===== src/rtl/vga_timing_pkg.sv =====
// Default 640x480@60 timing constants and the counter type shared by the
// VGA raster timing generator and its per-axis counters.
package vga_timing_pkg;

   localparam int H_VIS  = 640;
   localparam int H_FP   = 16;
   localparam int H_SYNC = 96;
   localparam int H_BP   = 48;
   localparam int V_VIS  = 480;
   localparam int V_FP   = 10;
   localparam int V_SYNC = 2;
   localparam int V_BP   = 33;

   localparam int H_TOTAL = H_VIS + H_FP + H_SYNC + H_BP;
   localparam int V_TOTAL = V_VIS + V_FP + V_SYNC + V_BP;

   localparam int CNT_W = 10;

   typedef logic [CNT_W-1:0] vga_pos_t;

   // True when pos lies in the half-open window [lo, lo+len).
   function automatic logic in_window(input vga_pos_t pos, input int lo, input int len);
      return (int'(pos) >= lo) && (int'(pos) < (lo + len));
   endfunction

endpackage


===== src/rtl/vga_axis_counter.sv =====
// One raster axis: a wrapping position counter. wrap, active and sync are
// combinational and describe the position the counter moves to on this edge.
module vga_axis_counter
   import vga_timing_pkg::*;
#(
   parameter int VIS  = 640,
   parameter int FP   = 16,
   parameter int SYNC = 96,
   parameter int BP   = 48
) (
   input  logic     clk,
   input  logic     reset,
   input  logic     inc,
   output vga_pos_t count,
   output logic     wrap,
   output logic     active,
   output logic     sync
);

   localparam int       TOTAL = VIS + FP + SYNC + BP;
   localparam vga_pos_t LAST  = vga_pos_t'(TOTAL - 1);

   vga_pos_t count_d;
   vga_pos_t count_q;

   // Next position and wrap detection.
   always_comb begin
      count_d = count_q;
      wrap    = 1'b0;
      if (inc) begin
         if (count_q == LAST) begin
            count_d = '0;
            wrap    = 1'b1;
         end else begin
            count_d = count_q + vga_pos_t'(1);
         end
      end else begin
         count_d = count_q;
         wrap    = 1'b0;
      end
   end

   assign active = (int'(count_d) < VIS);
   assign sync   = in_window(count_d, VIS + FP, SYNC);
   assign count  = count_q;

   always_ff @(posedge clk) begin
      if (reset) begin
         count_q <= '0;
      end else begin
         count_q <= count_d;
      end
   end

endmodule


===== src/rtl/vga_timing_gen.sv =====
// Raster timing source: pixel/line counters, display-area flag, H/V sync and
// line/frame strobes. Define VGA_SYNC_DELAY_EN to delay flag and syncs one pixel.
module vga_timing_gen
   import vga_timing_pkg::*;
#(
   parameter int H_VIS  = vga_timing_pkg::H_VIS,
   parameter int H_FP   = vga_timing_pkg::H_FP,
   parameter int H_SYNC = vga_timing_pkg::H_SYNC,
   parameter int H_BP   = vga_timing_pkg::H_BP,
   parameter int V_VIS  = vga_timing_pkg::V_VIS,
   parameter int V_FP   = vga_timing_pkg::V_FP,
   parameter int V_SYNC = vga_timing_pkg::V_SYNC,
   parameter int V_BP   = vga_timing_pkg::V_BP,
   parameter bit SYNC_ACTIVE_LOW = 1'b1
) (
   input  logic             clk,
   input  logic             reset,
   input  logic             pix_en,
   output logic [CNT_W-1:0] CounterX,
   output logic [CNT_W-1:0] CounterY,
   output logic             inDisplayArea,
   output logic             vga_h_sync,
   output logic             vga_v_sync,
   output logic             line_tick,
   output logic             frame_tick
);

   localparam int   H_TOT     = H_VIS + H_FP + H_SYNC + H_BP;
   localparam int   V_TOT     = V_VIS + V_FP + V_SYNC + V_BP;
   localparam logic SYNC_IDLE = SYNC_ACTIVE_LOW ? 1'b1 : 1'b0;

   generate
      if ((H_TOT > (2 ** CNT_W)) || (V_TOT > (2 ** CNT_W))) begin : g_bad_totals
         $error("vga_timing_gen: H or V total exceeds counter range");
      end
   endgenerate

   vga_pos_t x_count, y_count;
   logic     x_wrap, x_active, x_sync;
   logic     y_active, y_sync, y_wrap_unused_s;

   vga_axis_counter #(.VIS(H_VIS), .FP(H_FP), .SYNC(H_SYNC), .BP(H_BP)) u_x (
      .clk    (clk),
      .reset  (reset),
      .inc    (pix_en),
      .count  (x_count),
      .wrap   (x_wrap),
      .active (x_active),
      .sync   (x_sync)
   );

   vga_axis_counter #(.VIS(V_VIS), .FP(V_FP), .SYNC(V_SYNC), .BP(V_BP)) u_y (
      .clk    (clk),
      .reset  (reset),
      .inc    (x_wrap),
      .count  (y_count),
      .wrap   (y_wrap_unused_s),
      .active (y_active),
      .sync   (y_sync)
   );

   logic disp_d, disp_q, hs_d, hs_q, vs_d, vs_q, lt_d, lt_q, ft_d, ft_q;

   // Flags track the next position; on idle edges they hold and strobes drop.
   always_comb begin
      disp_d = disp_q;
      hs_d   = hs_q;
      vs_d   = vs_q;
      lt_d   = 1'b0;
      ft_d   = 1'b0;
      if (pix_en) begin
         disp_d = x_active & y_active;
         hs_d   = x_sync ? ~SYNC_IDLE : SYNC_IDLE;
         vs_d   = y_sync ? ~SYNC_IDLE : SYNC_IDLE;
         lt_d   = x_wrap;
         ft_d   = x_wrap && (y_count == vga_pos_t'(V_VIS - 1));
      end else begin
         lt_d   = 1'b0;
         ft_d   = 1'b0;
      end
   end

   always_ff @(posedge clk) begin
      if (reset) begin
         disp_q <= 1'b0;
         hs_q   <= SYNC_IDLE;
         vs_q   <= SYNC_IDLE;
         lt_q   <= 1'b0;
         ft_q   <= 1'b0;
      end else begin
         disp_q <= disp_d;
         hs_q   <= hs_d;
         vs_q   <= vs_d;
         lt_q   <= lt_d;
         ft_q   <= ft_d;
      end
   end

   assign CounterX   = x_count;
   assign CounterY   = y_count;
   assign line_tick  = lt_q;
   assign frame_tick = ft_q;

`ifdef VGA_SYNC_DELAY_EN
   logic disp_dly_d, disp_dly_q, hs_dly_d, hs_dly_q, vs_dly_d, vs_dly_q;

   // One-pixel pipeline so flag and syncs line up with late-registered RGB.
   always_comb begin
      disp_dly_d = disp_dly_q;
      hs_dly_d   = hs_dly_q;
      vs_dly_d   = vs_dly_q;
      if (pix_en) begin
         disp_dly_d = disp_q;
         hs_dly_d   = hs_q;
         vs_dly_d   = vs_q;
      end else begin
         disp_dly_d = disp_dly_q;
         hs_dly_d   = hs_dly_q;
         vs_dly_d   = vs_dly_q;
      end
   end

   always_ff @(posedge clk) begin
      if (reset) begin
         disp_dly_q <= 1'b0;
         hs_dly_q   <= SYNC_IDLE;
         vs_dly_q   <= SYNC_IDLE;
      end else begin
         disp_dly_q <= disp_dly_d;
         hs_dly_q   <= hs_dly_d;
         vs_dly_q   <= vs_dly_d;
      end
   end

   assign inDisplayArea = disp_dly_q;
   assign vga_h_sync    = hs_dly_q;
   assign vga_v_sync    = vs_dly_q;
`else
   assign inDisplayArea = disp_q;
   assign vga_h_sync    = hs_q;
   assign vga_v_sync    = vs_q;
`endif

endmodule

===== config.mk =====
export PLATFORM = sky130hd
export DESIGN_NAME = vga_timing_gen
export DESIGN_NICKNAME = d
export VERILOG_FILES = /design/src/rtl/vga_timing_pkg.sv /design/src/rtl/vga_axis_counter.sv /design/src/rtl/vga_timing_gen.sv
export SDC_FILE = /design/constraint.sdc
export NUM_CORES = 1
export LEC_CHECK = 0
export BUFFER_PORTS_ARGS = -buffer_cell sky130_fd_sc_hd__buf_2
export CORE_UTILIZATION = 29
export CTS_BUF_LIST = sky130_fd_sc_hd__clkbuf_8
export DETAILED_ROUTE_END_ITERATION = 10
export PLACE_DENSITY = 0.45
export SLEW_MARGIN = 30
export SYNTH_ARGS = -nofsm -noshare
export SYNTH_HDL_FRONTEND = slang
export SYNTH_SLANG_ARGS = --single-unit

===== constraint.sdc =====
create_clock -name clk -period 2.7 [get_ports clk]
set_input_delay 0.675 -clock clk [delete_from_list [all_inputs] [get_ports clk]]
set_output_delay 0.675 -clock clk [all_outputs]
set_load 0.05 [all_outputs]

; Word level (Yosys, flattened, before mapping)
; Index checks and enable logic that the tools add are counted.
[word_totals]
register_bits = 25
in_bits = 3
out_inout_bits = 25
[op_classes]
n_addsub = 2
n_lt_le_gt_ge = 6
n_eq_ne = 3
n_mux = 8
bitwise = 2
n_reduce_logical = 4
[ops]
columns = op, n
row1 = $mux 10, 4
row2 = $add 10x1->10 const B, 2
row3 = $eq 10x10->1 const B, 2
row4 = $lt 10x10->1 const B, 2
row5 = $lt 10x9->1 const B, 2
row6 = $eq 10x9->1 const B, 1
row7 = $ge 10x10->1 const B, 1
row8 = $ge 10x9->1 const B, 1
row9 = $mux 1, 4
row10 = $logic_and 1x1->1, 3
row11 = $reduce_or 2->1, 1
row12 = $and 1x1->1, 1
row13 = $not 1->1, 1

; Longest topological paths before layout
; Gate-level depths: netlist of the first run.
[logic_depth]
word_depth = 7
depth_mapped = 8

; By module
; A second synthesis of the first run with hierarchy kept.
[hier_totals]
hier_cells = 167
hier_area_um2 = 1496.4
[modules_own_cells]
columns = module, instances, cells_per_inst, area_per_inst_um2
row1 = vga_axis_counter at u_x, 1, 77, 680.7
row2 = vga_axis_counter at u_y, 1, 70, 619.3
row3 = vga_timing_gen, 1, 20, 196.4

; Least setup slack after synthesis of the first run
; OpenSTA, ideal clock, no wires.
[synth_path]
path_kind = register to register
startpoint = reg u_x.count_q[9], in the netlist u_x.count[9]
endpoint = reg disp_q, in the netlist inDisplayArea
setup_time_ns = 0.084
arrival_ns = 2.261
t_required_ns = 2.616
path_slack_ns = 0.354
path_stages_with_launch = 7
synth_period_minus_slack_ns = 2.346
cell_sequence = dfxtp_1 or4b_4 or3_1 buf_6 nor4b_4 o21ai_2 o31ai_2
[synth_between]
elab_chain_len = 6
elab_cells_between_ends = 10
classes_between = add/sub (1) / order compare (2) / eq/ne (1) / mux (5) / bitwise (1)
[synth_rtl]
columns = item, line
row1 = start: declaration, vga_axis_counter.sv:24  ; vga_pos_t count_q;
row2 = start signal: assignment, vga_axis_counter.sv:51  ; count_q <= count_d;
row3 = "parallel branches: the longest is 5 deep, another holds $add 10x1->10", --
row4 = $and 1x1->1 (*), vga_timing_gen.sv:72  ; disp_d = x_active & y_active;
row5 = end signal: assignment, vga_timing_gen.sv:91  ; disp_q <= disp_d;
row6 = end: declaration, vga_timing_gen.sv:62  ; logic disp_d, disp_q, hs_d, hs_q, vs_d, vs_q, lt_d, lt_q, ft_d, ft_q;
; Mark *: on every way between the ends.
; A chain may end at the register's enable or synchronous reset.

; Worst setup path after layout of the first run
[layout_path]
startpoint = reg u_x.count_q[5], in the netlist u_x.count[5]
endpoint = reg vs_q, in the netlist vga_v_sync
[layout_between]
elab_chain_len = 7
elab_cells_between_ends = 8
classes_between = order compare (2) / eq/ne (1) / mux (4) / reduce/logical (1)
[layout_rtl]
columns = item, line
row1 = $eq 10x10->1 (*), vga_axis_counter.sv:31  ; if (count_q == LAST) begin
row2 = $mux 1 (*), vga_axis_counter.sv:31
row3 = $mux 1 (*), vga_axis_counter.sv:30  ; if (inc) begin
row4 = $mux 10 (*), vga_axis_counter.sv:30
row5 = $ge 10x9->1 or $lt 10x9->1 (tied branches), vga_timing_pkg.sv:23  ; return (int'(pos) >= lo) && (int'(pos) < (lo + len));
row6 = $logic_and 1x1->1 (*), vga_timing_pkg.sv:23
row7 = $mux 1 (*), vga_timing_gen.sv:74  ; vs_d = y_sync ? ~SYNC_IDLE : SYNC_IDLE;
row8 = end signal: assignment, vga_timing_gen.sv:93  ; vs_q <= vs_d;
row9 = end: declaration, vga_timing_gen.sv:62
; Every way passes the cells marked *; elsewhere a longest branch is shown, timed or not.

==> out/summary.txt, run 1 <==
status: finished, violations left
HP Start: vga_h_sync
P_sw: 0.000156 W
Fmax: 428 MHz
clock sink count: 25
area delta synth->final: 16.2%
Resize count post-CTS: 0
Tcrit/Tclk final: 86.5%
ant diodes: 0
DRC viols: 8
relative slew slack: 64.9%
GRT Resource Usage Total: 13.7%
worst-skew pair later-pin latency: 270 ps
hold_buf cts: 0
Final Hold Violating Endpoints: 0
Iter 0 DRT Violations: 74
die height: 70.8 um
Net Sw Frac: 24.4%
share of cells above drive strength 1: 22.8%
Crit-path slowest cell: or3_1
number of global-route vias before repair: 1093
Finish-stage setup viols: 0
WL/cell: 14.2 um
most common cell after layout, fill and taps aside: buf_2
Crit. End Element: flip-flop
initial antenna violation count: 0
synth warn: 0
GP Congestion: 0.809
most frequent cells in the layout: buf_2, dfxtp_1, nor2_1, nor3_1, a21oi_1
clock power share: 34.5%
IO Port Bufs: 27
reg-to-reg slack, setup: 360 ps
final slew viol count: 0
hold crit path type: reg2reg
router iterations before antenna repair: 7
Cell Area, Synth: 1370 um^2
crit-path cells: or4b_4 > or3_1 > nor2_4 > a32oi_1 > mux2i_1 > a31oi_1
Register-to-Register Path Depth: 6
combinational power share: 6.7%
Initial Util: 30.9%
RR Startpoint: u_x.count[5]
WHS Endpoint: vga_h_sync
Worst Path Required: 2850 ps
grt total ovfl: 0
Net Count, Synth: 166
syn avg cell area: 8.57 um^2
Final Util: 35.9%
Mapped Cells: 160
vias post-DR: 1236
Core ar.: 4440 um^2
H-tree lvl count: 1
Critical Path AT: 2490 ps
MaxCap Viol Count: 0
Final HPWL DP: 2.40 mm
Worst-path clk slew: 90 ps
end of the worst register-to-register path: vga_v_sync
maximum fanout along the worst path: 10
Pint: 0.000486 W
I/O pins: 28
Max Clock Skew: 1.72 ps
Worst VDD drop: 0.158 mV
Via density: 5.24
CTS Buf Count: 3
Min Hold Slack: 531 ps
sequential fraction of the synthesis area: 36.5%
die area: 5010 um^2
CP Launch Type: flip-flop
Routed Antenna Nets: 0
routed wire length: 3.35 mm
row count: 24
pwr dens: 403 nW/um^2
die extent in x: 70.8 um
Synth Register Bits: 25
CTS tree: done
setup repair after global routing missed its margin: false
pin count of the biggest net entering global routing: 28
post-CTS setup buffers: 0
FILL cells: 470
critical path type: reg2reg
Reg power frac: 58.8%
Leak: 0.644 nW
Yosys cell types: 40
Fin Setup TNS: 0 ps
first-pass GRT wire length: 5.51 mm
root buffer cell: clkbuf_8
Worst-Margin Slew: 527 ps
Worst Hold Depth: 2
violated checks: design-rule violations
Period minus WS final: 2340 ps
CP peak stage delay: 610 ps
Longest Clk Path Bufs: 2
final net count: 191
-- through the flow --
| step | worst slack [ps] | power [W] | instances | instance area (um^2) |
|---|---|---|---|---|
| after floorplan | 354 | 0.000419 | 160 | 1370 |
| after global placement | 330 | 0.000428 | 232 | 1550 |
| after detailed placement | 297 | 0.000430 | 232 | 1550 |
| after CTS | 346 | 0.000656 | 236 | 1590 |
| after global routing | 231 | 0.000676 | 236 | 1590 |
| final | 363 | 0.000642 | 236 | 1590 |
-- synth_stat cells --
| cell type | n | share of area (%) |
|---|---|---|
| dfxtp_1 | 25 | 36 |
| nor2_1 | 17 | 4.7 |
| nor3_1 | 14 | 5.1 |
| clkbuf_1 | 9 | 2.5 |
| a21oi_1 | 8 | 2.9 |
| nand3_1 | 7 | 2.6 |
| nand4_1 | 7 | 3.2 |
| inv_1 | 6 | 1.6 |
| nand2_1 | 6 | 1.6 |
| xor2_1 | 6 | 3.8 |
| xnor2_1 | 5 | 3.2 |
| a31oi_1 | 4 | 1.8 |
| o21ai_0 | 4 | 1.5 |
| a211o_1 | 3 | 1.9 |
| a22oi_1 | 3 | 1.6 |
| ha_1 | 3 | 2.7 |
| mux2i_1 | 3 | 2.2 |
| nor4_1 | 3 | 1.4 |
| or3_1 | 3 | 1.4 |
| and3_1 | 2 | 0.91 |
| and3b_1 | 2 | 1.3 |
| nand4b_1 | 2 | 1.3 |
| a2111oi_0 | 1 | 0.64 |
| a221oi_2 | 1 | 1.1 |
| a32oi_1 | 1 | 0.64 |
| and4_1 | 1 | 0.64 |
| and4bb_2 | 1 | 0.91 |
| buf_6 | 1 | 0.82 |
| nand2b_1 | 1 | 0.46 |
| nor2_4 | 1 | 0.82 |
| nor2b_1 | 1 | 0.46 |
| nor3_4 | 1 | 1.2 |
| nor4b_1 | 1 | 0.64 |
| nor4b_4 | 1 | 1.7 |
| o211a_1 | 1 | 0.73 |
| o21ai_1 | 1 | 0.36 |
| o21ai_2 | 1 | 0.64 |
| o31ai_2 | 1 | 0.91 |
| or3b_2 | 1 | 0.64 |
| or4b_4 | 1 | 1.0 |
-- registers in the layout, summed over array words and instances, names as in the netlist --
register and count:
frame_tick 1, u_x.count 10, vga_h_sync 1, line_tick 1, vga_v_sync 1, u_y.count 10
inDisplayArea 1
-- kinds of logic (layout without fill, tap and decap cells) --
group                    after synthesis  count (layout)  share of synthesized area [%]
AND/OR/NAND/NOR                       73              73                           31.8
AO/OA/AOI/OAI                         29              29                           14.8
flip-flops                            25              25                           36.5
buffers and inverters                 16              40                           4.93
XOR/XNOR                              11              11                           7.03
adder cells (fa/ha/maj)                3               3                           2.74
multiplexers                           3               3                           2.19
-- worst max-delay path by stage --
| stage | start | endpoint | slack [ps] | depth (start not counted) |
|---|---|---|---|---|
| floorplan | u_x.count[9] | inDisplayArea | 350 | 6 |
| global placement | pix_en | vga_v_sync | 330 | 7 |
| detailed placement | pix_en | vga_v_sync | 300 | 7 |
| CTS | u_x.count[5] | vga_v_sync | 350 | 6 |
| global route | u_x.count[5] | vga_v_sync | 230 | 6 |
| finish | u_x.count[5] | vga_v_sync | 360 | 6 |
-- power by group through the flow --
| stage | Clock, W | Sequential [W] | Combinational, W |
|---|---|---|---|
| 4_1_cts | 0.000235 | 0.000378 | 0.0000436 |
| 3_5_place_dp | 0 | 0.000386 | 0.0000436 |
| 3_3_place_gp | 0 | 0.000386 | 0.0000423 |
| 5_1_grt | 0.000252 | 0.000379 | 0.0000455 |
| 6_report | 0.000222 | 0.000378 | 0.0000430 |
| 2_1_floorplan | 0 | 0.000401 | 0.0000181 |
-- metal layers --
| layer | up-vias | GRT usage (%) | wire length [um] |
|---|---|---|---|
| li1 | 634 | - | - |
| met1 | 581 | 20.7 | 1720 |
| met5 | - | 0 | 0 |
| met4 | 0 | 4.67 | 26 |
| met3 | 2 | 2.71 | 153 |
| met2 | 19 | 19.2 | 1440 |
-- area by class of cell --
type                       count  area, um^2  share of cell area [%]
clock buffer                   3        41.3                    2.59
clock inverter                 1        3.75                   0.235
inverter                       6        22.5                    1.41
multi-input combinational    119         803                    50.4
sequential                    25         500                    31.4
tap                           52        65.1                    4.08
timing repair buffer          30         158                    9.89
-- worst max-delay path: cells and delay by family, from the launching register on --
family / cells / cell delay (ps)
and+or+nand+nor: 3 / 1450
DFF: 1 / 380
AOI/OAI and AO/OA: 2 / 220
muxes: 1 / 180
No activity file was read; power rests on OpenSTA's default activity.
==> run 2, diff against run 1 <==
CAP_MARGIN = 15   (was default)
RECOVER_POWER = 50   (was default)
==> run 2 against run 1 <==
The run still ends with design-rule violations left. Worst hold slack gained 4.7 ps. Final cell count stayed put. Wire length grew 0.66%. Maximum frequency decreased by 1.7%. Via count up 0.32%. First-iteration DRC count increased by 14%. Sequential share of layout area grew 0.60 points. Sequential cell count stayed put. Critical path depth did not move. Critical endpoint unchanged. Highest routed layer unchanged.
==> out/summary.txt, run 2 (synthesis results as in run 1) <==
area delta synth->final: 14.1%
Fmax: 421 MHz
crit path from: u_x.count[5]
end of the worst register-to-register path: vga_v_sync
clock power share: 35.1%
vias post-DR: 1240
Reg power frac: 58.5%
Register-to-Register Path Depth: 6
Layout Cells excl Fill: 236
hold_buf cts: 0
final net count: 191
router iterations before antenna repair: 7
Critical Path AT: 2540 ps
Initial Util: 30.9%
Worst-path clk slew: 90 ps
grt total ovfl: 0
Crit. End Element: flip-flop
Final HPWL DP: 2.40 mm
Max Clock Skew: 4.89 ps
Core ar.: 4440 um^2
routed wire length: 3.37 mm
WL/cell: 14.3 um
placed cell count: 232
Routed Antenna Nets: 0
Pint: 0.000485 W
die area: 5010 um^2
Longest Clk Path Bufs: 2
first-pass GRT wire length: 5.51 mm
initial antenna violation count: 0
die extent in x: 70.8 um
Final Hold Violating Endpoints: 0
status: finished, violations left
Final Util: 35.2%
hold crit path type: reg2reg
ant diodes: 0
CP endpoint: vga_v_sync
clock sink count: 25
setup repair after global routing missed its margin: false
Fin Setup TNS: 0 ps
Worst-Margin Slew: 612 ps
final slew viol count: 0
RR Startpoint: u_x.count[5]
CP Launch Type: flip-flop
DRC viols: 8
most common cell after layout, fill and taps aside: dfxtp_1
Finish-stage setup viols: 0
IO Port Bufs: 27
Via density: 5.25
Period minus WS final: 2380 ps
Worst VDD drop: 0.167 mV
root buffer cell: clkbuf_8
CTS Buf Count: 3
Pwr Total: 0.000646 W
Iter 0 DRT Violations: 84
Net Sw Frac: 24.9%
maximum fanout along the worst path: 10
wire length on met2: 1.43 mm
Worst Path Required: 2860 ps
relative slew slack: 59.4%
violated checks: design-rule violations
Routed met3 length: 171 um
pwr dens: 413 nW/um^2
Resize count post-CTS: 0
share of cells above drive strength 1: 12.0%
P_sw: 0.000161 W
H-tree lvl count: 1
CTS tree: done
die height: 70.8 um
I/O pins: 28
combinational power share: 6.5%
Leak: 0.566 nW
Tcrit/Tclk final: 88.0%
top sig layer: met4
number of global-route vias before repair: 1093
post-CTS setup buffers: 0
Worst Hold Depth: 2
GRT Resource Usage Total: 13.7%
worst-skew pair later-pin latency: 270 ps
MaxCap Viol Count: 0
GP Congestion: 0.809
critical path type: reg2reg
metal1 wirelength: 1.74 mm
reg-to-reg slack, setup: 320 ps
most frequent cells in the layout: dfxtp_1, clkbuf_1, nor2_1, nor3_1, buf_2
pin count of the biggest net entering global routing: 28
row count: 24
-- run 2: changes by cell type in the layout (fill, tap and decap cells not counted), sizes merged --
| cell | before | now |
|---|---|---|
| buf | 30 | 11 |
| clkbuf | 3 | 22 |
-- run 2: routing by layer --
metal / up-vias / global-route usage, %
met2: 22 / 19.2
met5: - / 0
met1: 579 / 20.7
li1: 637 / -
met4: 0 / 4.67
met3: 2 / 2.71
-- run 2: power groups by stage --
stage / clock (W) / sequential [W] / combinational, W
final: 0.000226 / 0.000378 / 0.0000418
after global routing: 0.000252 / 0.000379 / 0.0000443
after CTS: 0.000235 / 0.000378 / 0.0000436
after detailed placement: 0 / 0.000386 / 0.0000436
after global placement: 0 / 0.000386 / 0.0000423
after floorplan: 0 / 0.000401 / 0.0000181
-- run 2: cell type report --
class	count	area, um^2
well taps	52	65.1
inverters	6	22.5
fillers	484	2880
clock inverters	1	3.75
multi-input cells	119	800
flip-flops and latches	25	500
clock buffers	3	41.3
repair buffers	30	131
-- run 2: worst min-delay path by stage --
stage / from / to / slack [ps]
4_1_cts: vga_h_sync / vga_h_sync / 540
3_5_place_dp: vga_h_sync / vga_h_sync / 510
3_3_place_gp: vga_h_sync / vga_h_sync / 530
5_1_grt: vga_h_sync / vga_h_sync / 580
2_1_floorplan: u_y.count[4] / u_y.count[4] / 780
6_report: vga_h_sync / vga_h_sync / 540
-- run 2: per-stage QoR --
stage / worst slack [ps] / cell area [um^2] / hold WS [ps]
floorplan: 354 / 1370 / 776
global placement: 330 / 1550 / 535
detailed placement: 297 / 1550 / 512
CTS: 346 / 1590 / 538
global route: 174 / 1560 / 577
finish: 323 / 1560 / 536
-- run 2: worst max-delay path: stages, from the launching register on --
cell	delay [ps]
dfxtp_1	370
or4b_1	620
or3_1	620
nor2_4	250
a32oi_1	120
mux2i_1	180
a31oi_1	100
